`src/rtl/uart_baud_pkg.sv`:
```
// rtl/uart_baud_pkg.sv - baud code table and divisor helpers for uart_baud_timer
package uart_baud_pkg;

  typedef enum logic [3:0] {
    BAUD_300    = 4'd0,
    BAUD_600    = 4'd1,
    BAUD_1200   = 4'd2,
    BAUD_2400   = 4'd3,
    BAUD_4800   = 4'd4,
    BAUD_9600   = 4'd5,
    BAUD_14400  = 4'd6,
    BAUD_19200  = 4'd7,
    BAUD_38400  = 4'd8,
    BAUD_57600  = 4'd9,
    BAUD_115200 = 4'd10,
    BAUD_230400 = 4'd11,
    BAUD_460800 = 4'd12,
    BAUD_921600 = 4'd13
  } baud_code_e;

  localparam int NUM_CODES = 14;

  localparam int unsigned BAUD_TABLE [0:NUM_CODES-1] = '{
    300, 600, 1200, 2400, 4800, 9600, 14400,
    19200, 38400, 57600, 115200, 230400, 460800, 921600
  };

  // Codes 14 and 15 have no table entry.
  localparam logic [15:0] CODE_VALID = 16'h3FFF;

  function automatic logic [63:0] sdiv_f(input logic [63:0] clk,
                                         input logic [63:0] baud,
                                         input logic [63:0] os);
    logic [63:0] den;
    logic [63:0] q;
    den = baud * os;
    q   = (clk + (den >> 1)) / den;
    return (q == 64'd0) ? 64'd1 : q;
  endfunction

  function automatic logic [31:0] inc_f(input logic [63:0] clk,
                                        input logic [63:0] baud,
                                        input logic [63:0] os);
    logic [63:0] q;
    q = (((baud * os) << 32) + (clk >> 1)) / clk;
    return (q > 64'h0000_0000_FFFF_FFFF) ? 32'hFFFF_FFFF : q[31:0];
  endfunction

endpackage

```
`src/rtl/uart_baud_rom.sv`:
```
// rtl/uart_baud_rom.sv - latched baud code to sample divisor (or phase increment
// when FRAC_DIV_EN is defined); purely combinational
module uart_baud_rom
  import uart_baud_pkg::*;
#(
  parameter int unsigned CLK_FREQ_HZ = 1_843_200,
  parameter int          OVERSAMPLE  = 16,
  parameter int          DIV_W       = 20
) (
  input  logic [3:0]       i_code,
`ifdef FRAC_DIV_EN
  output logic [31:0]      o_inc
`else
  output logic [DIV_W-1:0] o_sdiv
`endif
);

`ifdef FRAC_DIV_EN
  logic [31:0] w_inc_tab [0:15];

  for (genvar g = 0; g < 16; g++) begin : g_tab
    if (g < NUM_CODES) begin : g_valid
      assign w_inc_tab[g] = inc_f(64'(CLK_FREQ_HZ), 64'(BAUD_TABLE[g]), 64'(OVERSAMPLE));
    end else begin : g_bad
      assign w_inc_tab[g] = 32'd0;
    end
  end

  assign o_inc = w_inc_tab[i_code];
`else
  logic [DIV_W-1:0] w_sdiv_tab [0:15];

  for (genvar g = 0; g < 16; g++) begin : g_tab
    if (g < NUM_CODES) begin : g_valid
      assign w_sdiv_tab[g] = DIV_W'(sdiv_f(64'(CLK_FREQ_HZ), 64'(BAUD_TABLE[g]), 64'(OVERSAMPLE)));
    end else begin : g_bad
      assign w_sdiv_tab[g] = DIV_W'(1);
    end
  end

  assign o_sdiv = w_sdiv_tab[i_code];
`endif

endmodule

```
`src/rtl/uart_baud_timer.sv`:
```
// rtl/uart_baud_timer.sv - UART oversample/bit-shift timer with frame bit counter;
// FRAC_DIV_EN selects a 32-bit phase accumulator instead of the integer divider
module uart_baud_timer
  import uart_baud_pkg::*;
#(
  parameter int unsigned CLK_FREQ_HZ = 1_843_200,
  parameter int          OVERSAMPLE  = 16,
  parameter int          FRAME_BITS  = 11,
  parameter int          DIV_W       = 20
) (
  input  logic       i_clk,
  input  logic       i_rst,
  input  logic [3:0] i_baud_select,
  input  logic       i_shifting,
  input  logic       i_align,
  output logic       o_sample,
  output logic       o_shift,
  output logic [3:0] o_bit_idx,
  output logic       o_frame_done,
  output logic       o_bad_select
);

  localparam int              SCNT_W    = $clog2(OVERSAMPLE);
  localparam logic [SCNT_W-1:0] SCNT_LAST = SCNT_W'(OVERSAMPLE - 1);
  localparam logic [SCNT_W-1:0] SCNT_HALF = SCNT_W'(OVERSAMPLE / 2);
  localparam logic [3:0]      BIT_LAST  = 4'(FRAME_BITS - 1);

  logic              r_hold;
  logic              r_active;
  logic              r_bad;
  logic [3:0]        r_code;
  logic [SCNT_W-1:0] r_scnt;
  logic [3:0]        r_bit_idx;
  logic              r_sample;
  logic              r_shift;
  logic              r_frame_done;
  logic              w_run;
  logic              w_tick;

  assign w_run = i_shifting && r_active && !r_bad && !i_align;

`ifdef FRAC_DIV_EN
  logic [31:0] w_inc;
  logic [31:0] r_acc;
  logic [32:0] w_acc_sum;

  uart_baud_rom #(.CLK_FREQ_HZ(CLK_FREQ_HZ), .OVERSAMPLE(OVERSAMPLE), .DIV_W(DIV_W)) u_rom (
    .i_code (r_code),
    .o_inc  (w_inc)
  );

  assign w_acc_sum = {1'b0, r_acc} + {1'b0, w_inc};
  assign w_tick    = w_run && w_acc_sum[32];

  always_ff @(posedge i_clk) begin
    if (i_rst || !w_run) r_acc <= '0;
    else                 r_acc <= w_acc_sum[31:0];
  end
`else
  logic [DIV_W-1:0] w_sdiv;
  logic [DIV_W-1:0] r_div;

  uart_baud_rom #(.CLK_FREQ_HZ(CLK_FREQ_HZ), .OVERSAMPLE(OVERSAMPLE), .DIV_W(DIV_W)) u_rom (
    .i_code (r_code),
    .o_sdiv (w_sdiv)
  );

  assign w_tick = w_run && (r_div == w_sdiv - DIV_W'(1));

  always_ff @(posedge i_clk) begin
    if (i_rst || !w_run || w_tick) r_div <= '0;
    else                           r_div <= r_div + DIV_W'(1);
  end
`endif

  // r_hold blocks re-latching after a mid-frame reset until shifting drops.
  always_ff @(posedge i_clk) begin
    r_sample     <= 1'b0;
    r_shift      <= 1'b0;
    r_frame_done <= 1'b0;
    if (i_rst || !i_shifting) begin
      r_hold    <= i_rst && i_shifting;
      r_active  <= 1'b0;
      r_bad     <= 1'b0;
      r_code    <= 4'd0;
      r_scnt    <= '0;
      r_bit_idx <= 4'd0;
    end else if (!r_active) begin
      if (!r_hold) begin
        r_active <= 1'b1;
        r_code   <= i_baud_select;
        r_bad    <= !CODE_VALID[i_baud_select];
      end
    end else if (i_align && !r_bad) begin
      r_scnt    <= SCNT_HALF;
      r_bit_idx <= 4'd0;
    end else if (w_tick) begin
      r_sample <= 1'b1;
      if (r_scnt == SCNT_LAST) begin
        r_scnt  <= '0;
        r_shift <= 1'b1;
        if (r_bit_idx == BIT_LAST) begin
          r_bit_idx    <= 4'd0;
          r_frame_done <= 1'b1;
        end else begin
          r_bit_idx <= r_bit_idx + 4'd1;
        end
      end else begin
        r_scnt <= r_scnt + SCNT_W'(1);
      end
    end
  end

  assign o_sample     = r_sample;
  assign o_shift      = r_shift;
  assign o_bit_idx    = r_bit_idx;
  assign o_frame_done = r_frame_done;
  assign o_bad_select = r_bad;

endmodule
```
`config.mk`:
```
export PLATFORM = sky130hd
export DESIGN_NAME = uart_baud_timer
export DESIGN_NICKNAME = d
export VERILOG_FILES = /design/src/rtl/uart_baud_pkg.sv /design/src/rtl/uart_baud_rom.sv /design/src/rtl/uart_baud_timer.sv
export SDC_FILE = /design/constraint.sdc
export NUM_CORES = 1
export LEC_CHECK = 0
export ABC_AREA = 1
export CORE_ASPECT_RATIO = 1.5
export CORE_MARGIN = 2
export CORE_UTILIZATION = 45
export DETAILED_ROUTE_END_ITERATION = 8
export PLACE_DENSITY = 0.67
export SLEW_MARGIN = 20
export SYNTH_ARGS = -nofsm -noshare
export SYNTH_HDL_FRONTEND = slang
export SYNTH_HIERARCHICAL = 1
export SYNTH_SLANG_ARGS = --single-unit
```
`constraint.sdc`:
```
create_clock -name i_clk -period 3.4 [get_ports i_clk]
set_clock_uncertainty 0.1 [all_clocks]
set_input_delay 0.51 -clock i_clk [delete_from_list [all_inputs] [get_ports i_clk]]
set_output_delay 0.51 -clock i_clk [all_outputs]
set_load 0.02 [all_outputs]
```
==> qor.txt <==
WP data arrival = 3.02 ns
met3 Usage GRT = 0.0311
CTS tree = done
initial antenna violation count = 0
routability cong. = 0.849
initial core utilization = 0.462
dpl cell area = 3170 um2
Antenna Violating Nets Remaining = 0
clk_lat worst skew = 0.30 ns
Slew Viols, Final = 0
Antenna Cells = 0
post-synthesis sequential area ratio = 0.259
M1 GR Usage = 0.185
gr usage total = 0.195
Final Hold Viols = 0
total CTS buffers = 5
Layout area overhead = 9.59%
H-tree Lvls = 2
critical path class = reg2reg
via count = 2768
share of post-route cells with drive strength above 1 = 0.119
busiest grt layer = met2
worst setup margin = 0.457 ns
First-pass DRT Iterations = 4
Max-Cap Viols = 0
slew of the pin with the lowest slew margin = 0.533 ns
gr ovfl total = 0
first-pass GRT wire length = 11500 um
vias in the first global route = 2724
postcts setup bufs = 0
Slew headroom = 0.643
number of synthesized register bits = 38
Top Ports = 16
Routed WL per cell = 12.0 um
setup violators final = 0
syn avg cell area = 6.36 um2
Fmax = 340 MHz
Final #Nets = 504
crit path max fanout = 20
largest net degree at the start of global routing = 21
CTS Root Cell = clkbuf_8
fraction of the cycle the final worst path needs = 0.865
Async SR Flop Fraction = 0
Avg Vias per Cell = 4.91
hold-fix buffers at CTS = 0
Critical Path Source Type = register
VDD IR max = 0.000193 V
Clock transition at path regs = 0.07 ns
outcome = completed
die width = 70.4 um
core area = 6440 um2
min cycle time layout = 2.94 ns
Post-synth EDFFs = 1
PwrDens = 302 nW/um2
Ys Warns = 6
DP Wirelength = 5540 um
row cnt = 36
Yosys cell types = 37
Pleak = 1.43 nW
Place WS = 0.449 ns
setup TNS = 0 ns
Most used DFF post-synth = dfxtp_1
TritonCTS Sinks = 38
DRC Markers = 0
WL final = 6750 um
PortBufs = 15
die area = 7290 um2
Die Ht = 104 um
Crit path required time = 3.47 ns
Crit. End Element = register
deepest clock path buffer count = 2
post-CTS resize count = 0
synthesized cell area = 2980 um2
Post-Layout Inst Area = 3260 um2
met2 Track Usage GR = 0.395
Gate Count Post-Synth = 468
RSZ-0062 raised after global routing = false
Initial DRC Count = 92
worst min path class = reg2reg
logic make-up (layout without fill, tap and decap cells):
group	after synthesis	after routing	synth area share
compound gates	29	29	0.0555
other cells	1	11	0.00126
xor+xnor	22	22	0.0648
buf+inv	75	85	0.112
simple gates	294	294	0.470
flops	38	38	0.259
fa+ha+maj	9	9	0.0378
layout make-up:
type	instances	area, um2
Clock inverter	2	12.5
Clock buffer	6	82.6
Timing Repair Buffer	17	165
Tap cell	76	95.1
Multi-Input combinational cell	365	1910
Sequential cell	38	771
Inverter	60	225
Fill cell	675	3180
through the flow:
step           instances  hold slack, ns  power, W   util
2_1_floorplan        478           0.331  0.000630      -
3_3_place_gp         556           0.345  0.000664  0.491
3_5_place_dp         556           0.351  0.000667  0.491
4_1_cts              564           0.362  0.000997  0.506
5_1_grt              564           0.378   0.00104  0.506
6_report             564           0.357  0.000986  0.506
cell usage in the layout (no fill, tap or decap), types with 3 or more instances in the layout:
cell and instances:
inv_2 7, nor2_4 3, nand2_2 3, conb_1 11
nand3_1 28, nand3b_1 4, o21ai_0 8, a21oi_1 13
nor2_2 13, or2_2 3, nand4_1 7, dfxtp_1 37
nand2_1 127, nand3_2 5, xor2_1 12, o21ai_1 5
clkdlybuf4s50_1 15, clkbuf_8 6, nor3b_2 3, ha_1 9
nor2_1 85, xnor2_1 10, inv_1 53
synth_stat cells, types with 2 or more instances:
| cell type | n | area, um2 |
|---|---|---|
| nand2_1 | 127 | 477 |
| nor2_1 | 85 | 319 |
| inv_1 | 53 | 199 |
| dfxtp_1 | 37 | 741 |
| nand3_1 | 28 | 140 |
| a21oi_1 | 13 | 65.1 |
| buf_4 | 13 | 97.6 |
| nor2_2 | 13 | 81.3 |
| xor2_1 | 12 | 105 |
| xnor2_1 | 10 | 87.6 |
| ha_1 | 9 | 113 |
| o21ai_0 | 8 | 40.0 |
| inv_2 | 7 | 26.3 |
| nand4_1 | 7 | 43.8 |
| nand3_2 | 5 | 50.1 |
| o21ai_1 | 5 | 25.0 |
| nand3b_1 | 4 | 30.0 |
| nand2_2 | 3 | 18.8 |
| nor2_4 | 3 | 33.8 |
| nor3b_2 | 3 | 37.5 |
| or2_2 | 3 | 18.8 |
| nand2_4 | 2 | 22.5 |
| nor3_1 | 2 | 10.0 |
| nor3_2 | 2 | 20.0 |
| nor3_4 | 2 | 32.5 |
metal layers:
| metal | wire, um | vias up |
|---|---|---|
| li1 | - | 1464 |
| met1 | 2480 | 1253 |
| met2 | 3940 | 37 |
| met3 | 154 | 14 |
| met4 | 176 | 0 |
| met5 | 0 | - |
final timing paths:
check	cells after the start	startpoint	slack, ns	end
min	1	r_hold	0.36	r_active
max reg2reg	18	r_code[1]	0.46	r_div[4]
max	18	r_code[1]	0.46	r_div[4]
min reg2reg	1	r_hold	0.36	r_active
critical path: stages (launching register included):
cell and delay, ns:
dfxtp_1 0.41, inv_1 0.10, ha_1 0.18, a21oi_1 0.28, inv_2 0.12, ha_1 0.28
nand2_4 0.16, nor2_8 0.07, nand2_1 0.07, nand2_1 0.09, nor2_1 0.10, nand2_1 0.06
nor2_1 0.10, nand3_2 0.11, nor2_2 0.16, inv_2 0.06, nand2_1 0.05, buf_4 0.24
a21oi_1 0.07
registers in the layout, indices dropped and copies added (netlist names):
name,flops
r_active,1
o_bad_select,1
o_shift,1
r_div,20
o_frame_done,1
r_hold,1
r_scnt,4
r_code,4
o_sample,1
o_bit_idx,4
report_power, final:
part | internal, W | total (W) | switching, W | leakage, nW
registers | 0.000453 | 0.000459 | 0.00000673 | 0.309
clock network | 0.000163 | 0.000327 | 0.000164 | 0.0472
logic | 0.0000674 | 0.000200 | 0.000132 | 1.07
(Power assumes the default switching activity.)
